[config.mk]
export PLATFORM = sky130hd
export DESIGN_NAME = axi4_lite_slave_regfile
export DESIGN_NICKNAME = d
export VERILOG_FILES = /design/src/rtl/axi4_lite_slave_regfile.sv
export SDC_FILE = /design/constraint.sdc
export NUM_CORES = 1
export LEC_CHECK = 0
export CAP_MARGIN = 20
export CORE_MARGIN = 3
export CORE_UTILIZATION = 35
export CTS_BUF_LIST = sky130_fd_sc_hd__clkbuf_4
export CTS_CLUSTER_SIZE = 20
export DETAILED_ROUTE_END_ITERATION = 8
export PLACE_DENSITY = 0.54
export SYNTH_ARGS = -nofsm -noshare
export SYNTH_HDL_FRONTEND = slang
export SYNTH_SLANG_ARGS = --single-unit
[constraint.sdc]
create_clock -name aclk -period 3.34 [get_ports aclk]
set_clock_uncertainty 0.15 [all_clocks]
set_input_delay 0.334 -clock aclk [delete_from_list [all_inputs] [get_ports aclk]]
set_output_delay 0.334 -clock aclk [all_outputs]
set_load 0.02 [all_outputs]
[src/rtl/axi4_lite_slave_regfile.sv]
// axi4_lite_slave_regfile
// AXI4-Lite responder that maps master reads and writes onto a
// word-addressed register array. Out-of-range accesses are answered with
// DECERR, and an 8-bit saturating counter records each DECERR issued.
//
// Handshake: a transfer happens on a rising edge where VALID and READY are
// both high. READY is only raised in IDLE. bvalid/rvalid and their payload
// stay stable until the matching ready is seen.
//
// Build option: define AXI_SLV_WSTRB_EN to honour wstrb byte enables.
// Without it, wstrb is ignored and every in-range write updates the whole
// word.
//
// state_dbg_o exposes the FSM state (0 IDLE, 1 WRESP, 2 RDATA).
module axi4_lite_slave_regfile #(
    parameter int ADDRESS_WIDTH  = 32,
    parameter int REG_DATA_WIDTH = 32,
    parameter int DEPTH          = 16
) (
    input  logic                          aclk,
    input  logic                          reset_n,
    input  logic [ADDRESS_WIDTH-1:0]      awaddr,
    input  logic                          awvalid,
    output logic                          awready,
    input  logic [REG_DATA_WIDTH-1:0]     wdata,
    input  logic [REG_DATA_WIDTH/8-1:0]   wstrb,
    input  logic                          wvalid,
    output logic                          wready,
    output logic [1:0]                    bresp,
    output logic                          bvalid,
    input  logic                          bready,
    input  logic [ADDRESS_WIDTH-1:0]      araddr,
    input  logic                          arvalid,
    output logic                          arready,
    output logic [REG_DATA_WIDTH-1:0]     rdata,
    output logic [1:0]                    rresp,
    output logic                          rvalid,
    input  logic                          rready,
    output logic [7:0]                    err_count,
    output logic [1:0]                    state_dbg_o
);

    localparam int IDX_W  = (DEPTH > 1) ? $clog2(DEPTH) : 1;
    localparam int STRB_W = REG_DATA_WIDTH / 8;

    localparam logic [1:0] S_IDLE  = 2'd0;
    localparam logic [1:0] S_WRESP = 2'd1;
    localparam logic [1:0] S_RDATA = 2'd2;

    localparam logic [1:0] RESP_OKAY   = 2'b00;
    localparam logic [1:0] RESP_DECERR = 2'b11;

    // Full-width limit so upper address bits are never silently dropped.
    localparam logic [ADDRESS_WIDTH-1:0] DEPTH_A = ADDRESS_WIDTH'(DEPTH);

    logic [1:0]                state_q, state_d;
    logic [REG_DATA_WIDTH-1:0] mem_q [DEPTH];
    logic [1:0]                bresp_q, rresp_q;
    logic [REG_DATA_WIDTH-1:0] rdata_q;
    logic [7:0]                err_count_q;

    logic             wr_req, rd_req;
    logic             aw_in_range, ar_in_range;
    logic             err_evt;
    logic [IDX_W-1:0] aw_idx, ar_idx;

    assign aw_in_range = (awaddr < DEPTH_A);
    assign ar_in_range = (araddr < DEPTH_A);
    assign aw_idx      = awaddr[IDX_W-1:0];
    assign ar_idx      = araddr[IDX_W-1:0];

    // A write needs both address and data; it has priority over a read
    // presented in the same cycle. Gated by reset_n so no ready is seen
    // while reset is held.
    assign wr_req = reset_n && (state_q == S_IDLE) && awvalid && wvalid;
    assign rd_req = reset_n && (state_q == S_IDLE) && arvalid && !wr_req;

    assign awready = wr_req;
    assign wready  = wr_req;
    assign arready = rd_req;

    assign bvalid      = (state_q == S_WRESP);
    assign rvalid      = (state_q == S_RDATA);
    assign bresp       = bresp_q;
    assign rresp       = rresp_q;
    assign rdata       = rdata_q;
    assign err_count   = err_count_q;
    assign state_dbg_o = state_q;

    assign err_evt = (wr_req && !aw_in_range) || (rd_req && !ar_in_range);

`ifndef AXI_SLV_WSTRB_EN
    logic unused_wstrb;
    assign unused_wstrb = ^wstrb;
`endif

    // Next-state logic: leave IDLE on an accepted request, return on the
    // response handshake.
    always_comb begin
        state_d = state_q;
        case (state_q)
            S_IDLE: begin
                if (wr_req) begin
                    state_d = S_WRESP;
                end else if (rd_req) begin
                    state_d = S_RDATA;
                end
            end
            S_WRESP: begin
                if (bready) begin
                    state_d = S_IDLE;
                end
            end
            S_RDATA: begin
                if (rready) begin
                    state_d = S_IDLE;
                end
            end
            default: state_d = S_IDLE;
        endcase
    end

    // State register; reset drops any pending response immediately.
    always_ff @(posedge aclk or negedge reset_n) begin
        if (!reset_n) begin
            state_q <= S_IDLE;
        end else begin
            state_q <= state_d;
        end
    end

    // Register array: updated only by an accepted in-range write.
    always_ff @(posedge aclk or negedge reset_n) begin
        if (!reset_n) begin
            for (int i = 0; i < DEPTH; i++) begin
                mem_q[i] <= '0;
            end
        end else if (wr_req && aw_in_range) begin
`ifdef AXI_SLV_WSTRB_EN
            for (int b = 0; b < STRB_W; b++) begin
                if (wstrb[b]) begin
                    mem_q[aw_idx][8*b +: 8] <= wdata[8*b +: 8];
                end
            end
`else
            mem_q[aw_idx] <= wdata;
`endif
        end
    end

    // Response payloads are captured at the request handshake and then
    // held untouched until the next request.
    always_ff @(posedge aclk or negedge reset_n) begin
        if (!reset_n) begin
            bresp_q <= RESP_OKAY;
            rresp_q <= RESP_OKAY;
            rdata_q <= '0;
        end else begin
            if (wr_req) begin
                bresp_q <= aw_in_range ? RESP_OKAY : RESP_DECERR;
            end
            if (rd_req) begin
                rresp_q <= ar_in_range ? RESP_OKAY : RESP_DECERR;
                rdata_q <= ar_in_range ? mem_q[ar_idx] : '0;
            end
        end
    end

    // DECERR counter, sticks at 255.
    always_ff @(posedge aclk or negedge reset_n) begin
        if (!reset_n) begin
            err_count_q <= 8'd0;
        end else if (err_evt && (err_count_q != 8'hFF)) begin
            err_count_q <= err_count_q + 8'd1;
        end
    end

endmodule

==> summary.txt <==
Status
  – Status: completed

Clock tree
  – Clock transition at the registers of the reported paths: 0.06 ns
  – Worst skew pair latency: 0.94 ns
  – Num CTS Buffers: 155
  – Sink Count: 556
  – Clk Tree Root Cell: clkbuf_4
  – H-tree depth: 4
  – CTS tree: done
  – CTS max path bufs: 3

Synth
  – Synthesized Nets: 1647
  – Cells after Synth: 1539
  – Post-synthesis compound-gate area fraction: 0.942%
  – Post-synthesis mux area share: 37.6%
  – Yosys warns: 0
  – Register area share after synthesis: 55.4%
  – FF+latch count, synth: 556
  – Synth cell types: 34
  – Largest family of logic cells by synthesized area: multiplexers
  – Post-Synth Adder-Cell Area: 0.0498%
  – XOR/XNOR Fraction of Synth Area: 0.174%
  – Post-Syn Area: 25100 um^2
  – Synthesized area per cell: 16.3 um^2
  – Synth Area in Simple Gates: 2.35%

Setup path
  – Worst EP arrival: 2.66 ns
  – Reg2Reg Depth: 5
  – R2R Path End: rdata[13]
  – Critical Path Fanout Max: 5
  – CP Launch Type: input port
  – Crit path from: reset_n
  – Critical path buffer and inverter count: 5
  – Slowest CP cell: clkdlybuf4s50_1
  – R2R setup slack: 0.86 ns
  – Crit path to: wready
  – CP max stage delay: 0.64 ns
  – Most used cell, CP: dlygate4sd3_1
  – Levels on crit path: 6
  – Critical path's top delay family: buffers and inverters
  – Crit path cell chain: dlygate4sd3_1, dlygate4sd3_1, buf_8, nand4_1, inv_1, clkdlybuf4s50_1
  – Crit end category: output port
  – Worst Setup Path Type: input port to output port
  – R2R Path Start: state_dbg_o[1]
  – CP Data Required Time: 2.86 ns

Global route
  – Vias in the first global route: 16200
  – Global-route usage over all layers: 17.6%
  – Initial antenna violation count: 9
  – Grt ovf: 0
  – Largest net degree at the start of global routing: 157
  – First-pass GRT wire length: 98700 um

Power
  – Power density over cell area: 468 nW/um^2
  – Pwr Total: 0.0139 W
  – VDD IR-drop max: 204 uV
  – Lkg Pwr: 14.4 nW

STA
  – Final hold vios: 0
  – Tcrit/Tclk final: 94.2%
  – Hold slack: 0.213 ns
  – Fin. max-slew vios: 0
  – Final setup margin: 0.193 ns
  – Unrepaired setup endpoints after global routing: false
  – Final setup violation count: 0
  – Slew @ Worst Pin: 0.971 ns
  – Tmin final: 3.15 ns
  – Slew margin rel.: 35.2%
  – Fmax: 318 MHz
  – TNS Setup: 0 ns

Placement
  – IO buf count: 153
  – Final Wtd Congestion: 0.727
  – Dpl ws: 0.449 ns
  – Hpwl dp: 37500 um

Cells and area
  – Fin nets: 1897
  – Layout cells sized above 1: 52.3%
  – Area of the multi-input gates: 10300 um^2
  – Reg area: 13900 um^2
  – Most frequent cells in the layout: 556 x dfrtp_1, 494 x mux2_2, 249 x clkbuf_4
  – Finished Core Util: 42.3%
  – Leading cell type in the layout, fill and taps excluded: dfrtp_1
  – Synth-to-layout area growth: 18.6%
  – Fill cell count: 6405

Routing
  – Via count: 14600
  – DR DRC count: 0
  – Final WL: 63600 um
  – Drt pass-1 iters: 4
  – DR vias/cell: 5.12
  – Final ANT Viol Nets: 0
  – Wire length per cell: 22.4 um
  – DRT iter0 DRCs: 721

Floorplan
  – Row Count: 97
  – Die ar.: 75000 um^2
  – Die Ht: 274 um
  – Initial core utilization: 35.6%
  – Chip Width: 274 um
  – I/O pin cnt: 158
  – Core area: 70500 um^2

Min path
  – Class of the worst hold path: input port to flip-flop

Run
  – Maxcap violations: 0
==> Yosys cell counts (all sizes together) <==
| cell | n | area, um^2 |
|---|---|---|
| inv | 37 | 139 |
| o21a | 1 | 7.51 |
| and3 | 1 | 6.26 |
| nor3 | 2 | 21.3 |
| nor2b | 4 | 25.0 |
| o21ai | 35 | 175 |
| nor2 | 7 | 26.3 |
| nand2 | 37 | 139 |
| xor2 | 5 | 43.8 |
| nand4 | 8 | 50.1 |
| mux4 | 160 | 3600 |
| ha | 1 | 12.5 |
| dfrtp | 556 | 13900 |
| nor4 | 14 | 87.6 |
| a21oi | 3 | 15.0 |
| or3 | 1 | 6.26 |
| a2111oi | 1 | 8.76 |
| nand3 | 18 | 203 |
| buf | 68 | 523 |
| clkbuf | 57 | 214 |
| mux2 | 515 | 5840 |
| and2b | 1 | 7.51 |
| a211oi | 4 | 30.0 |
| and2 | 1 | 6.26 |
| nand2b | 2 | 12.5 |
==> power by group <==
| part | switching [W] | internal (W) | leakage [nW] |
|---|---|---|---|
| combinational | 0.000505 | 0.000329 | 5.41 |
| sequential | 0.0000480 | 0.00677 | 7.75 |
| clock | 0.00280 | 0.00349 | 1.22 |
| total | 0.00335 | 0.0106 | 14.4 |
==> worst min-delay path, cell delays in order <==
cell and delay [ns]:
clkdlybuf4s50_1 0.45, nand4_1 0.19, inv_2 0.09, o21a_1 0.17
==> cell families (layout without fill, tap and decap cells) <==
| kind of cell | count (synthesis) | in the layout |
|---|---|---|
| compound gates | 44 | 44 |
| xor+xnor | 5 | 5 |
| fa+ha+maj | 1 | 1 |
| buf+inv | 162 | 525 |
| flops | 556 | 556 |
| mux | 675 | 675 |
| other cells | 0 | 3 |
| simple gates | 96 | 96 |
==> how the worst min path moves through the flow <==
stage | from | endpoint | slack (ns) | cells after the start
floorplan | reset_n | bresp[0] | -0.11 | 0
global placement | reset_n | mem_q[187] | 0.003 | 1
detailed placement | reset_n | mem_q[187] | 0.001 | 1
CTS | wvalid | bresp[0] | 0.09 | 5
global route | arvalid | rresp[0] | 0.14 | 4
finish | arvalid | rresp[0] | 0.21 | 4
==> state kept, by name (all words and copies together) (netlist names) <==
name and flops:
rresp 1, err_count 8, mem_q 512, state_dbg_o 2, bresp 1, rdata 32
==> final cells by class <==
class | instances | share of cell area (%)
sequential | 556 | 46.7
multi-input combinational | 821 | 34.7
timing repair buffer | 218 | 7.45
clock buffer | 249 | 6.27
tap | 940 | 3.95
inverter | 37 | 0.466
clock inverter | 21 | 0.441
antenna | 3 | 0.0252
==> metrics by stage <==
| step | instances | cell area (um^2) |
|---|---|---|
| finish | 2845 | 29800 |
| global route | 2844 | 29800 |
| CTS | 2842 | 29800 |
| detailed placement | 2561 | 27700 |
| global placement | 2561 | 27700 |
| floorplan | 1539 | 25100 |
==> timing repair <==
| action | in CTS | in global routing |
|---|---|---|
| hold buffers | 10 | 0 |
| endpoints found under the hold margin | 539 | 0 |
| setup buffers | 1 | 0 |
| resized for setup | 1 | 0 |
| setup endpoints to repair | 1 | 0 |
==> per-layer routing <==
| layer | vias to the layer above | share of wire, % | global-route usage, % |
|---|---|---|---|
| met2 | 312 | 48 | 27.9 |
| met4 | 8 | 1.5 | 4.86 |
| li1 | 6345 | - | - |
| met5 | - | 0.082 | 0 |
| met3 | 90 | 5.4 | 4.83 |
| met1 | 7816 | 45 | 23.7 |
(Power assumes the default switching activity.)
==> patch 1 (same flow settings) <==
Change the parameter `REG_DATA_WIDTH` from 32 to 36.
--- a/src/rtl/axi4_lite_slave_regfile.sv
+++ b/src/rtl/axi4_lite_slave_regfile.sv
@@ -14,7 +14,7 @@
 // state_dbg_o exposes the FSM state (0 IDLE, 1 WRESP, 2 RDATA).
 module axi4_lite_slave_regfile #(
     parameter int ADDRESS_WIDTH  = 32,
-    parameter int REG_DATA_WIDTH = 32,
+    parameter int REG_DATA_WIDTH = 36,
     parameter int DEPTH          = 16
 ) (
     input  logic                          aclk,
Interface: changed (resized rdata and wdata); port bits go from 158 to 166. The function was not compared with the original's and may differ.
==> patch 1 against the unedited design <==
  * Total power grew 11%
  * Sequential power grew 12%
  * Final area grew 13%
  * First-iteration DRC count grew 14%
  * Largest cell class unchanged
  * Wire length grew 14%
  * Worst setup slack gained 0.18 ns
  * Area after synthesis grew 14%
  * Sequential share of layout area shrank 0.36 points
  * Clock power grew 10%
  * Sequential cell count grew 68
  * Global-route usage shrank 0.11 points
  * Largest power group unchanged
==> patch 1: results (changes against the unedited design) <==
nets=2,088 (was 1,897); Filler cells=7,333 (was 6,405); Worst R2R End=mem_q[570] (was rdata[13]); dominant synthesized flop cell=dfrtp_1 (unchanged); Hold Crit Class=in2reg (unchanged); hold depth=5 (was 4); initial antenna violation count=6 (was 9); All-Layer GR Usage=0.1745 (was 0.1756); R2R setup slack=0.69 ns (was 0.86 ns); Post-DP Area=31,430 um2 (was 27,680 um2); post-synthesis sequential area ratio=0.5458 (was 0.5540); pre-CTS setup slack=0.2907 ns (was 0.4488 ns); first-pass GRT wire length=112,400 um (was 98,730 um); YS warnings=0 (unchanged); Area contributors post-synth=dfrtp_1, mux2_2, mux4_2 (unchanged); VDD IR max=279.6 uV (was 204.1 uV); total CTS buffers=167 (was 155); r2r worst-path depth=7 (was 5); mux contribution to synthesized area=0.3853 (was 0.3759); most frequent cells after synthesis=dfrtp_1, mux2_2, mux4_2, mux2_4, clkbuf_1 (was dfrtp_1, mux2_2, mux4_2, clkbuf_1); 1st-iter DRT viols=819 (was 721); TritonRoute pass-1 iters=4 (unchanged); DR vias=16,090 (was 14,570); layout cells sized above 1=0.5234 (was 0.5231); syn_nets=1,833 (was 1,647); largest net degree at the start of global routing=178 (was 157); post-synth top area share=0.5458 (was 0.5540); Synth Area in Compound Gates=0.008834 (was 0.009417); CTS resizes=3 (was 1); max FFs per register=576 (was 512); hold_sp=awvalid (was arvalid); per-cell routed wire length=22.95 um (was 22.37 um); hold slack=0.1204 ns (was 0.2129 ns); Synth Area in Adders=0.0004373 (was 0.0004982); crit path DAT=2.49 ns (was 2.66 ns); Setup TNS=0 ns (unchanged); vias in the first global route=18,030 (was 16,230); Final GP Congestion=0.7030 (was 0.7273); XOR/XNOR Fraction of Synth Area=0.001531 (was 0.001744); Gate Count Post-Synth=1,721 (was 1,539); Yosys cell types=35 (was 34); status=completed (unchanged); Worst-Skew Late Latency=0.98 ns (was 0.94 ns); Max-slew headroom=0.2696 (was 0.3524); Pleak=16.43 nW (was 14.37 nW); port bufs=161 (was 153); post-detail-place hpwl=41,880 um (was 37,530 um); hold buffers post-CTS=7 (was 10); Post-Place Cells=2,859 (was 2,561); Crit Path Max Fanout=22 (was 5); Hold Path End=bresp[0] (was rresp[0])
[patch 1: final cells by class]
cell class                      count  share of cell area
Timing Repair Buffer              229             0.07135
Inverter                           41            0.004566
Multi-Input combinational cell    913              0.3567
Antenna cell                        3           0.0002227
Clock buffer                      243             0.05413
Clock inverter                     46             0.01036
Tap cell                         1060             0.03935
Sequential cell                   624              0.4633
[patch 1: worst max-delay path by stage]
stage | start | depth (start not counted) | to | slack, ns
floorplan | araddr[0] | 7 | rdata[0] | 0.78
global placement | awaddr[23] | 8 | mem_q[560] | 0.32
detailed placement | awaddr[23] | 8 | mem_q[570] | 0.29
CTS | state_dbg_o[1] | 4 | wready | 0.01
global route | state_dbg_o[1] | 5 | arready | 0.10
finish | state_dbg_o[1] | 5 | arready | 0.37
[patch 1: worst max-delay path, cell delays in order, from the launching register on]
cell,delay [ns]
dfrtp_1,0.42
nor2_1,0.17
nand4_1,0.19
buf_8,0.24
inv_1,0.12
dlygate4sd2_1,0.35
[patch 1: metrics by stage]
stage          power, mW  utilization
2_1_floorplan      8.140            -
3_3_place_gp       8.684       0.3890
4_1_cts            15.82       0.4169
3_5_place_dp       8.703       0.3890
6_report           15.49       0.4171
5_1_grt            16.31       0.4171
[patch 1: cells by family after synthesis]
group,Yosys count
AOI/OAI and AO/OA,48
xor gates and xnor gates,5
adders and majority gates,1
buffers and inverters,184
DFF,624
muxes,759
and+or+nand+nor,100
[patch 1: layer usage]
layer,track usage,part of all wire,up-vias
li1,-,-,7001
met1,0.2315,0.44,8606
met2,0.2838,0.49,377
met3,0.04761,0.056,103
met4,0.04659,0.018,4
met5,0,0.00036,-
[patch 1: where the power goes]
| group | switching [mW] | internal [mW] |
|---|---|---|
| clock network | 3.16 | 3.78 |
| logic | 0.557 | 0.352 |
| registers | 0.0496 | 7.59 |
==> patch 2 (same flow settings) <==
Made on the original files. Reset style: synchronous (`reset_n`), changed in 4 clocked blocks.
--- a/src/rtl/axi4_lite_slave_regfile.sv
+++ b/src/rtl/axi4_lite_slave_regfile.sv
@@ -121,7 +121,7 @@
     end
 
     // State register; reset drops any pending response immediately.
-    always_ff @(posedge aclk or negedge reset_n) begin
+    always_ff @(posedge aclk) begin
         if (!reset_n) begin
             state_q <= S_IDLE;
         end else begin
@@ -130,7 +130,7 @@
     end
 
     // Register array: updated only by an accepted in-range write.
-    always_ff @(posedge aclk or negedge reset_n) begin
+    always_ff @(posedge aclk) begin
         if (!reset_n) begin
             for (int i = 0; i < DEPTH; i++) begin
                 mem_q[i] <= '0;
@@ -150,7 +150,7 @@
 
     // Response payloads are captured at the request handshake and then
     // held untouched until the next request.
-    always_ff @(posedge aclk or negedge reset_n) begin
+    always_ff @(posedge aclk) begin
         if (!reset_n) begin
             bresp_q <= RESP_OKAY;
             rresp_q <= RESP_OKAY;
@@ -167,7 +167,7 @@
     end
 
     // DECERR counter, sticks at 255.
-    always_ff @(posedge aclk or negedge reset_n) begin
+    always_ff @(posedge aclk) begin
         if (!reset_n) begin
             err_count_q <= 8'd0;
         end else if (err_evt && (err_count_q != 8'hFF)) begin
Function: differs if reset_n is asserted again (counterexample within 4 cycles, from zero or initial values and one cycle with reset_n low); with reset_n held inactive, the same outputs for 4 cycles.
==> patch 2 against the unedited design <==
  * Area after synthesis is 1.1% lower
  * Non-clock buffer count rose by 19
  * Total power grew 9.7%
  * Worst setup slack improved by 0.036 ns
  * Sequential cell count unchanged
  * Sequential power increased by 16%
  * Wire length rose by 9.5%
  * Maximum frequency rose by 1.2%
  * Final area is 0.20% higher
==> patch 2: results (changes against the unedited design) <==
post-detail-place hpwl=40,950 um (was 37,530 um); vias in the first global route=15,290 (was 16,230); Final GP Congestion=0.7410 (was 0.7273); Yosys cell types=35 (was 34); most frequent cells after synthesis=and2_1, edfxtp_1, mux4_2, clkbuf_1, dfxtp_1 (was dfrtp_1, mux2_2, mux4_2, clkbuf_1); crit path DAT=2.63 ns (was 2.66 ns); nets=1,877 (was 1,897); layout cells sized above 1=0.2635 (was 0.5231); Pleak=10.81 nW (was 14.37 nW); Synth Area in Adders=0.0005040 (was 0.0004982); Filler cells=6,403 (was 6,405); Post-synth ARST share=0 (was 1.000); Post-DP Area=27,740 um2 (was 27,680 um2); initial antenna violation count=5 (was 9); XOR/XNOR Fraction of Synth Area=0 (was 0.001744); first-pass GRT wire length=101,900 um (was 98,730 um); Post-Place Cells=2,545 (was 2,561); dominant synthesized flop cell=edfxtp_1 (was dfrtp_1); post-route non-filler standard cell count=2,828 (was 2,845); largest net degree at the start of global routing=36 (was 157); post-synthesis sequential area ratio=0.6547 (was 0.5540); status=completed (unchanged); Area contributors post-synth=edfxtp_1, mux4_2, and2_1 (was dfrtp_1, mux2_2, mux4_2); Max-slew headroom=0.4093 (was 0.3524); total CTS buffers=152 (was 155); r2r worst-path depth=7 (was 5); mux contribution to synthesized area=0.1503 (was 0.3759)
[patch 2: changes by cell type in the layout (fill, tap and decap cells not counted), sizes merged, moves of 34 or more]
cell / delta
and2: +512
inv: -34
dfxtp: +44
dfrtp: -556
mux2: -513
edfxtp: +512
[patch 2: report_power, final]
part / leakage (nW) / total [mW] / internal [mW] / switching (mW)
Sequential: 5.53 / 7.88 / 7.81 / 0.0632
Clock: 1.20 / 6.32 / 3.47 / 2.85
Combinational: 4.08 / 1.09 / 0.505 / 0.587
[patch 2: layout make-up]
type / count / area [um2] / area share
Antenna cell: 6 / 15.01 / 0.0005029
Clock buffer: 233 / 1749 / 0.05859
Clock inverter: 34 / 244.0 / 0.008172
Inverter: 4 / 15.01 / 0.0005029
Multi-Input combinational cell: 818 / 7966 / 0.2668
Sequential cell: 556 / 16260 / 0.5445
Tap cell: 940 / 1176 / 0.03939
Timing Repair Buffer: 237 / 2435 / 0.08155
[patch 2: worst paths after layout]
path	start	slack [ns]	end
max reg2reg	state_dbg_o[1]	0.79	mem_q[12][24]
max	reset_n	0.23	awready
min reg2reg	rdata[7]	0.32	rdata[7]
min	araddr[2]	0.11	rdata[2]
[patch 2: per-layer routing]
layer  up-vias  track usage  part of all wire
li1       6346            -                 -
met1      7370       0.2379              0.40
met2       531       0.3207              0.50
met3       108      0.05603             0.079
met4         0      0.06312             0.025
met5         -            0                 0
[patch 2: critical path, delay by kind of cell]
kind                   cells  cell delay, ns
buffers and inverters      4            1.85
AND/OR/NAND/NOR            2            0.45
[patch 2: repair_timing]
item,CTS,global route
buffers inserted,0,0
setup endpoints to repair,1,1
endpoints found under the hold margin,15,0
pin swaps,0,0
hold buffers,10,0
resized for setup,1,1
